===== src/rtl/mem_lower_pkg.sv =====
// Shared types and helpers for the 1R1W memory with masked-write RMW.
// FSM state encoding and mask-to-bit expansion.
package mem_lower_pkg;

  typedef enum logic [0:0] {
    IDLE = 1'b0,
    RMW  = 1'b1
  } state_e;

  localparam int MAX_W = 512;

  // Bit i of the result copies mask bit i/gran; caller truncates to WIDTH.
  function automatic logic [MAX_W-1:0] mask_expand(
    input logic [MAX_W-1:0] mask,
    input int               gran
  );
    logic [MAX_W-1:0] e;
    e = '0;
    for (int i = 0; i < MAX_W; i++) begin
      e[9'(i)] = mask[9'(i / gran)];
    end
    return e;
  endfunction

endpackage


===== src/rtl/mem_1r1w_array.sv =====
// Unmasked word storage: one synchronous read port, one write port.
// Contents are deliberately not reset.
module mem_1r1w_array #(
  parameter int DEPTH  = 32,
  parameter int WIDTH  = 64,
  parameter int ADDR_W = $clog2(DEPTH)
) (
  input  logic              clock,
  input  logic              rd_en,
  input  logic [ADDR_W-1:0] rd_addr,
  output logic [WIDTH-1:0]  rd_data,
  input  logic              wr_en,
  input  logic [ADDR_W-1:0] wr_addr,
  input  logic [WIDTH-1:0]  wr_data
);

  logic [WIDTH-1:0] mem [DEPTH];

  always_ff @(posedge clock) begin
    if (wr_en) mem[wr_addr] <= wr_data;
    if (rd_en) rd_data <= mem[rd_addr];
  end

endmodule


===== src/rtl/mem_1r1w_rmw.sv =====
// 1R1W memory with lane-masked writes done as read-modify-write.
// Define MEM_BYPASS_EN to forward same-cycle full-mask write data to reads.
module mem_1r1w_rmw
  import mem_lower_pkg::*;
#(
  parameter  int DEPTH     = 32,
  parameter  int WIDTH     = 64,
  parameter  int MASK_GRAN = 8,
  localparam int ADDR_W    = $clog2(DEPTH),
  localparam int MASK_W    = WIDTH / MASK_GRAN
) (
  input  logic              clock,
  input  logic              reset_n,
  input  logic [ADDR_W-1:0] R0_addr,
  input  logic              R0_en,
  output logic              R0_ready,
  output logic [WIDTH-1:0]  R0_data,
  output logic              R0_valid,
  input  logic [ADDR_W-1:0] W0_addr,
  input  logic              W0_en,
  output logic              W0_ready,
  input  logic [WIDTH-1:0]  W0_data,
  input  logic [MASK_W-1:0] W0_mask
);

  state_e            state;
  logic [ADDR_W-1:0] rmw_addr;
  logic [WIDTH-1:0]  rmw_data;
  logic [MASK_W-1:0] rmw_mask;

  logic w_full, w_part, w_acc, r_acc;
  logic w_inr, r_inr, rmw_inr, byp_hit;
  logic [WIDTH-1:0]  wmask, merged, arr_q;
  logic              arr_we, arr_re;
  logic [ADDR_W-1:0] arr_waddr, arr_raddr;
  logic [WIDTH-1:0]  arr_wdata;

  logic             rd_valid, rd_oob, rd_byp;
  logic [WIDTH-1:0] byp_data, hold_q;

  assign w_full   = (W0_mask == '1);
  assign w_part   = (W0_mask != '0) && !w_full;
  assign W0_ready = (state == IDLE);
  assign R0_ready = W0_ready && !(W0_en && w_part);
  assign w_acc    = W0_en && W0_ready;
  assign r_acc    = R0_en && R0_ready;

  assign w_inr   = 32'(W0_addr) < 32'(DEPTH);
  assign r_inr   = 32'(R0_addr) < 32'(DEPTH);
  assign rmw_inr = 32'(rmw_addr) < 32'(DEPTH);

  assign wmask  = WIDTH'(mask_expand(MAX_W'(rmw_mask), MASK_GRAN));
  assign merged = (arr_q & ~wmask) | (rmw_data & wmask);

  // The partial-write fetch borrows the read port; R0_ready is low then.
  assign arr_re    = (r_acc && r_inr) || (w_acc && w_part);
  assign arr_raddr = (w_acc && w_part) ? W0_addr : R0_addr;
  assign arr_we    = (w_acc && w_full && w_inr)
                  || (state == RMW && rmw_inr);
  assign arr_waddr = (state == RMW) ? rmw_addr : W0_addr;
  assign arr_wdata = (state == RMW) ? merged : W0_data;

`ifdef MEM_BYPASS_EN
  assign byp_hit = w_acc && w_full && w_inr
                && (W0_addr == R0_addr);
`else
  assign byp_hit = 1'b0;
`endif

  mem_1r1w_array #(
    .DEPTH (DEPTH),
    .WIDTH (WIDTH),
    .ADDR_W(ADDR_W)
  ) u_array (
    .clock  (clock),
    .rd_en  (arr_re),
    .rd_addr(arr_raddr),
    .rd_data(arr_q),
    .wr_en  (arr_we),
    .wr_addr(arr_waddr),
    .wr_data(arr_wdata)
  );

  always_ff @(posedge clock or negedge reset_n) begin
    if (!reset_n) begin
      state    <= IDLE;
      rmw_addr <= '0;
      rmw_data <= '0;
      rmw_mask <= '0;
    end else if (state == RMW) begin
      state <= IDLE;
    end else if (w_acc && w_part) begin
      state    <= RMW;
      rmw_addr <= W0_addr;
      rmw_data <= W0_data;
      rmw_mask <= W0_mask;
    end
  end

  always_ff @(posedge clock or negedge reset_n) begin
    if (!reset_n) begin
      rd_valid <= 1'b0;
      rd_oob   <= 1'b0;
      rd_byp   <= 1'b0;
      byp_data <= '0;
      hold_q   <= '0;
    end else begin
      rd_valid <= r_acc;
      rd_oob   <= r_acc && !r_inr;
      rd_byp   <= r_acc && byp_hit;
      byp_data <= W0_data;
      hold_q   <= R0_data;
    end
  end

  always_comb begin
    R0_data = hold_q;
    unique case (1'b1)
      !rd_valid: R0_data = hold_q;
      rd_oob:    R0_data = '0;
      rd_byp:    R0_data = byp_data;
      default:   R0_data = arr_q;
    endcase
  end

  assign R0_valid = rd_valid;

endmodule

===== config.mk =====
export PLATFORM = sky130hd
export DESIGN_NAME = mem_1r1w_rmw
export DESIGN_NICKNAME = d
export VERILOG_FILES = /design/src/rtl/mem_lower_pkg.sv /design/src/rtl/mem_1r1w_array.sv /design/src/rtl/mem_1r1w_rmw.sv
export SDC_FILE = /design/constraint.sdc
export NUM_CORES = 2
export LEC_CHECK = 0
export CAP_MARGIN = 20
export CORE_MARGIN = 2
export CORE_UTILIZATION = 43
export DETAILED_ROUTE_END_ITERATION = 8
export PLACE_DENSITY = 0.68
export SYNTH_ARGS = -nofsm -noshare
export SYNTH_HDL_FRONTEND = slang
export SYNTH_HIERARCHICAL = 1
export SYNTH_SLANG_ARGS = --single-unit

===== constraint.sdc =====
create_clock -name clock -period 4.93 [get_ports clock]
set_input_delay 1.2325 -clock clock [delete_from_list [all_inputs] [get_ports clock]]
set_output_delay 1.2325 -clock clock [all_outputs]
set_load 0.05 [all_outputs]

==> reports/results.tsv <==
stage	metric	value	unit
run_status	status	finished clean	
global_routing	initial antenna violation count	1	
clock_network	Clk Latency, worst-skew pair	860	ps
clock_network	clk buf depth	3	
sta	final hold vios	0	
yosys	count leader, synth	edfxtp_1	
placed_design	Inst Count DP	6630	
worst_setup_path	Critical R2R Launch	state	
sta	unrepaired setup endpoints after global routing	no	
clock_network	Reg clk slew, reported paths	60	ps
routing	DRT antenna net count	0	
worst_setup_path	worst setup path startpoint	W0_mask[4]	
yosys	XOR/XNOR Fraction of Synth Area	0	%
routing	DRC violations left	0	
global_routing	total grt overflow	0	
yosys	cell taking the most area after synthesis	edfxtp_1	
sta	Slew @ Worst Pin	1150	ps
placed_design	gpl congestion	0.781	
power_and_ir_drop	Sequential Power Share	50.9	%
power_and_ir_drop	Comb pwr share	11.4	%
yosys	Post-Synth Simple-Gate Area	0.692	%
power_and_ir_drop	P per Cell Area	423	nW/um^2
yosys	Most used DFF post-synth	edfxtp_1	
sta	Max Fclk	0.212	GHz
routing	via count	41374	
global_routing	vias in the first global route	42305	
clock_network	TritonCTS clock tree	built	
min_path	Hold Crit Class	in -> async	
routing	DRT iter0 DRCs	4928	
routing	final WL	220000	microns
sta	Finish-stage setup viols	0	
floorplan	Ports	153	
cells_and_area	area of the multi-input gates	19000	sq um
floorplan	Chip Height	452	microns
power_and_ir_drop	Psw	10.2	mW
floorplan	row count	164	
power_and_ir_drop	Sw Ratio	23.4	%
placed_design	HPWL after DPL	125000	microns
yosys	asr flop ratio synth	6.34	%
global_routing	Global Route Usage Sum	21.5	%
clock_network	TritonCTS Buffers	216	
cells_and_area	post-route cell area	103000	sq um
placed_design	placed instance area	95900	sq um
yosys	Unique masters post-synth	40	
sta	fin crit period	4730	ps
sta	final worst-path cycle share	95.9	%
floorplan	core area	200000	sq um
floorplan	die area	204000	sq um
worst_setup_path	CP Data Required Time	3700	ps
floorplan	Initial Util	43.3	%
power_and_ir_drop	P_int	33.5	mW
worst_setup_path	startpoint types	input pin	
routing	Avg Vias per Cell	5.87	
cells_and_area	Area growth, synth to finish	19.7	%
routing	Initial DRT Pass Iterations	5	
clock_network	post-CTS setup buffer count	0	
worst_setup_path	maximum fanout along the worst path	3	
worst_setup_path	Crit path arrival time	3490	ps
yosys	post-synth top area share	73.4	%
yosys	synth cell count leaders	edfxtp_1 (2,112), mux4_2 (602), mux2_2 (156)	
worst_setup_path	R2R setup slack	1570	ps
yosys	yosys warns	6	
yosys	EDFF count, synth	2112	
clock_network	clock root cell	clkbuf_16	
yosys	Net Count, Synth	3722	
sta	Max Slew Vio Count	0	
cells_and_area	nets	4306	
worst_setup_path	critical path endpoint	R0_ready	
cells_and_area	Filler cells	14939	
worst_setup_path	reg2reg end	u_array/rd_data[16]	
cells_and_area	share of cells above drive strength 1	36.0	%
yosys	Synth Area in Compound Gates	0.811	%
yosys	Synth Register Bits	2255	
worst_setup_path	Worst setup EP type	output pin	
sta	Final Skew	49.7	ps
clock_network	cts hold-fix bufs	0	
clock_network	htree depth	4	
yosys	register area share after synthesis	77.6	%
cells_and_area	register area	67000	sq um
power_and_ir_drop	Clk pwr share	37.7	%
yosys	mapped cell area	86400	sq um
global_routing	pin count of the biggest net entering global routing	76	
sta	max_slew headroom	23.4	%
yosys	multiplexer share of the synthesized area	19.8	%
worst_setup_path	R2R depth	9	
yosys	syn_area_per_cell	23.8	sq um
power_and_ir_drop	Leakage Power	33.2	nW
floorplan	Die Wd	452	microns
cells_and_area	fin cells	7052	
clock_network	post-cts resize count	0	
yosys	Gate Count Post-Synth	3636	
yosys	Synth Area in Adders	0	%
run	Max-cap violations	0	
power_and_ir_drop	VDD IR max	0.347	mV
worst_setup_path	Crit Path Class	in -> out	
global_routing	global-route wire length before repair	313000	microns
placed_design	I/O Buffers	152	
yosys	largest family of logic cells by synthesized area	multiplexers	
clock_network	CTS sink count	2255	
routing	DR WL/cell	31.1	microns
yosys	synth top area cells	edfxtp_1 (73%), mux4_2 (16%), dfrtp_1 (4.1%)	
[worst min-delay path by stage]
stage / start / end / slack [ps] / cells past startpoint
floorplan: rmw_addr[0] / rmw_addr[0] / 450 / 1
global placement: rmw_addr[1] / rmw_addr[1] / 460 / 1
detailed placement: rmw_addr[3] / rmw_addr[3] / 470 / 1
CTS: reset_n / rmw_data[37] / 430 / 1
global route: reset_n / hold_q[37] / 470 / 1
finish: reset_n / hold_q[37] / 440 / 1
[through the flow]
step	total power, mW	TNS, ps	worst slack [ps]	util, %	hold slack [ps]
final	43.8	0	204	51.8	437
after global routing	45.1	0	139	51.8	472
after CTS	44.0	0	166	51.5	431
after detailed placement	27.6	-24590	-456	48.0	473
after global placement	27.5	-22870	-438	47.9	462
after floorplan	25.6	-491600	-525	-	452
[flip-flops by register name, indices dropped and copies added (netlist names)]
name and flops:
rmw_addr 5, u_array/mem 2048, u_array/rd_data 64, R0_valid 1
rmw_data 64, state 1, hold_q 64, rmw_mask 8
[power groups by stage]
| stage | Sequential, mW | Clock, mW | Combinational [mW] |
|---|---|---|---|
| final | 22.3 | 16.5 | 4.99 |
| after floorplan | 22.5 | 0 | 3.05 |
| after global placement | 22.7 | 0 | 4.80 |
| after global routing | 22.3 | 17.5 | 5.28 |
| after CTS | 22.3 | 16.8 | 4.95 |
| after detailed placement | 22.7 | 0 | 4.93 |
[layout by cell type, fill, tap and decap left out, types with 4 or more instances in the layout]
| cell type | instances |
|---|---|
| buf_8 | 40 |
| dfrtp_1 | 141 |
| inv_6 | 9 |
| a221oi_1 | 12 |
| nor2_1 | 76 |
| buf_4 | 199 |
| a21oi_2 | 58 |
| diode_2 | 4 |
| buf_12 | 169 |
| a21oi_1 | 6 |
| edfxtp_1 | 2112 |
| mux2i_1 | 102 |
| clkdlybuf4s50_1 | 150 |
| mux2_8 | 5 |
| nand3b_1 | 5 |
| clkbuf_8 | 7 |
| nand2_1 | 5 |
| mux4_2 | 602 |
| mux2_2 | 156 |
| clkbuf_16 | 218 |
| mux2_1 | 64 |
| nor2_4 | 32 |
| clkinvlp_4 | 10 |
| clkinv_2 | 33 |
| clkinv_1 | 42 |
| clkbuf_1 | 40 |
| bufinv_16 | 23 |
| nor2b_1 | 4 |
| o21ai_0 | 9 |
| o22ai_1 | 10 |
[kinds of logic after synthesis]
logic type | Yosys count
buffers and inverters | 197
muxes | 929
and+or+nand+nor | 139
AOI/OAI and AO/OA | 116
DFF | 2255
[critical path, stage by stage]
cell and delay [ps]:
clkdlybuf4s50_1 430, or4_1 700, buf_4 250, o21ai_1 220
buf_4 150, nor2_1 100, nor2_1 220, buf_12 170
[final cells by class]
| class | instances | area share [%] |
|---|---|---|
| Sequential cell | 2255 | 64.8 |
| Multi-Input combinational cell | 1184 | 18.3 |
| Timing Repair Buffer | 561 | 6.79 |
| Clock buffer | 264 | 5.50 |
| Tap cell | 2656 | 3.22 |
| Clock inverter | 126 | 1.30 |
| Antenna cell | 4 | 0.00969 |
| Inverter | 2 | 0.00726 |
[per-layer routing]
metal / GRT usage [%] / wire length (microns) / vias to the layer above
li1: - / - / 16654
met3: 3.07 / 15600 / 314
met5: 0 / 0 / -
met2: 36.7 / 113000 / 1847
met4: 6.87 / 6710 / 0
met1: 28.6 / 84400 / 22559
No activity file was read; power rests on OpenSTA's default activity.
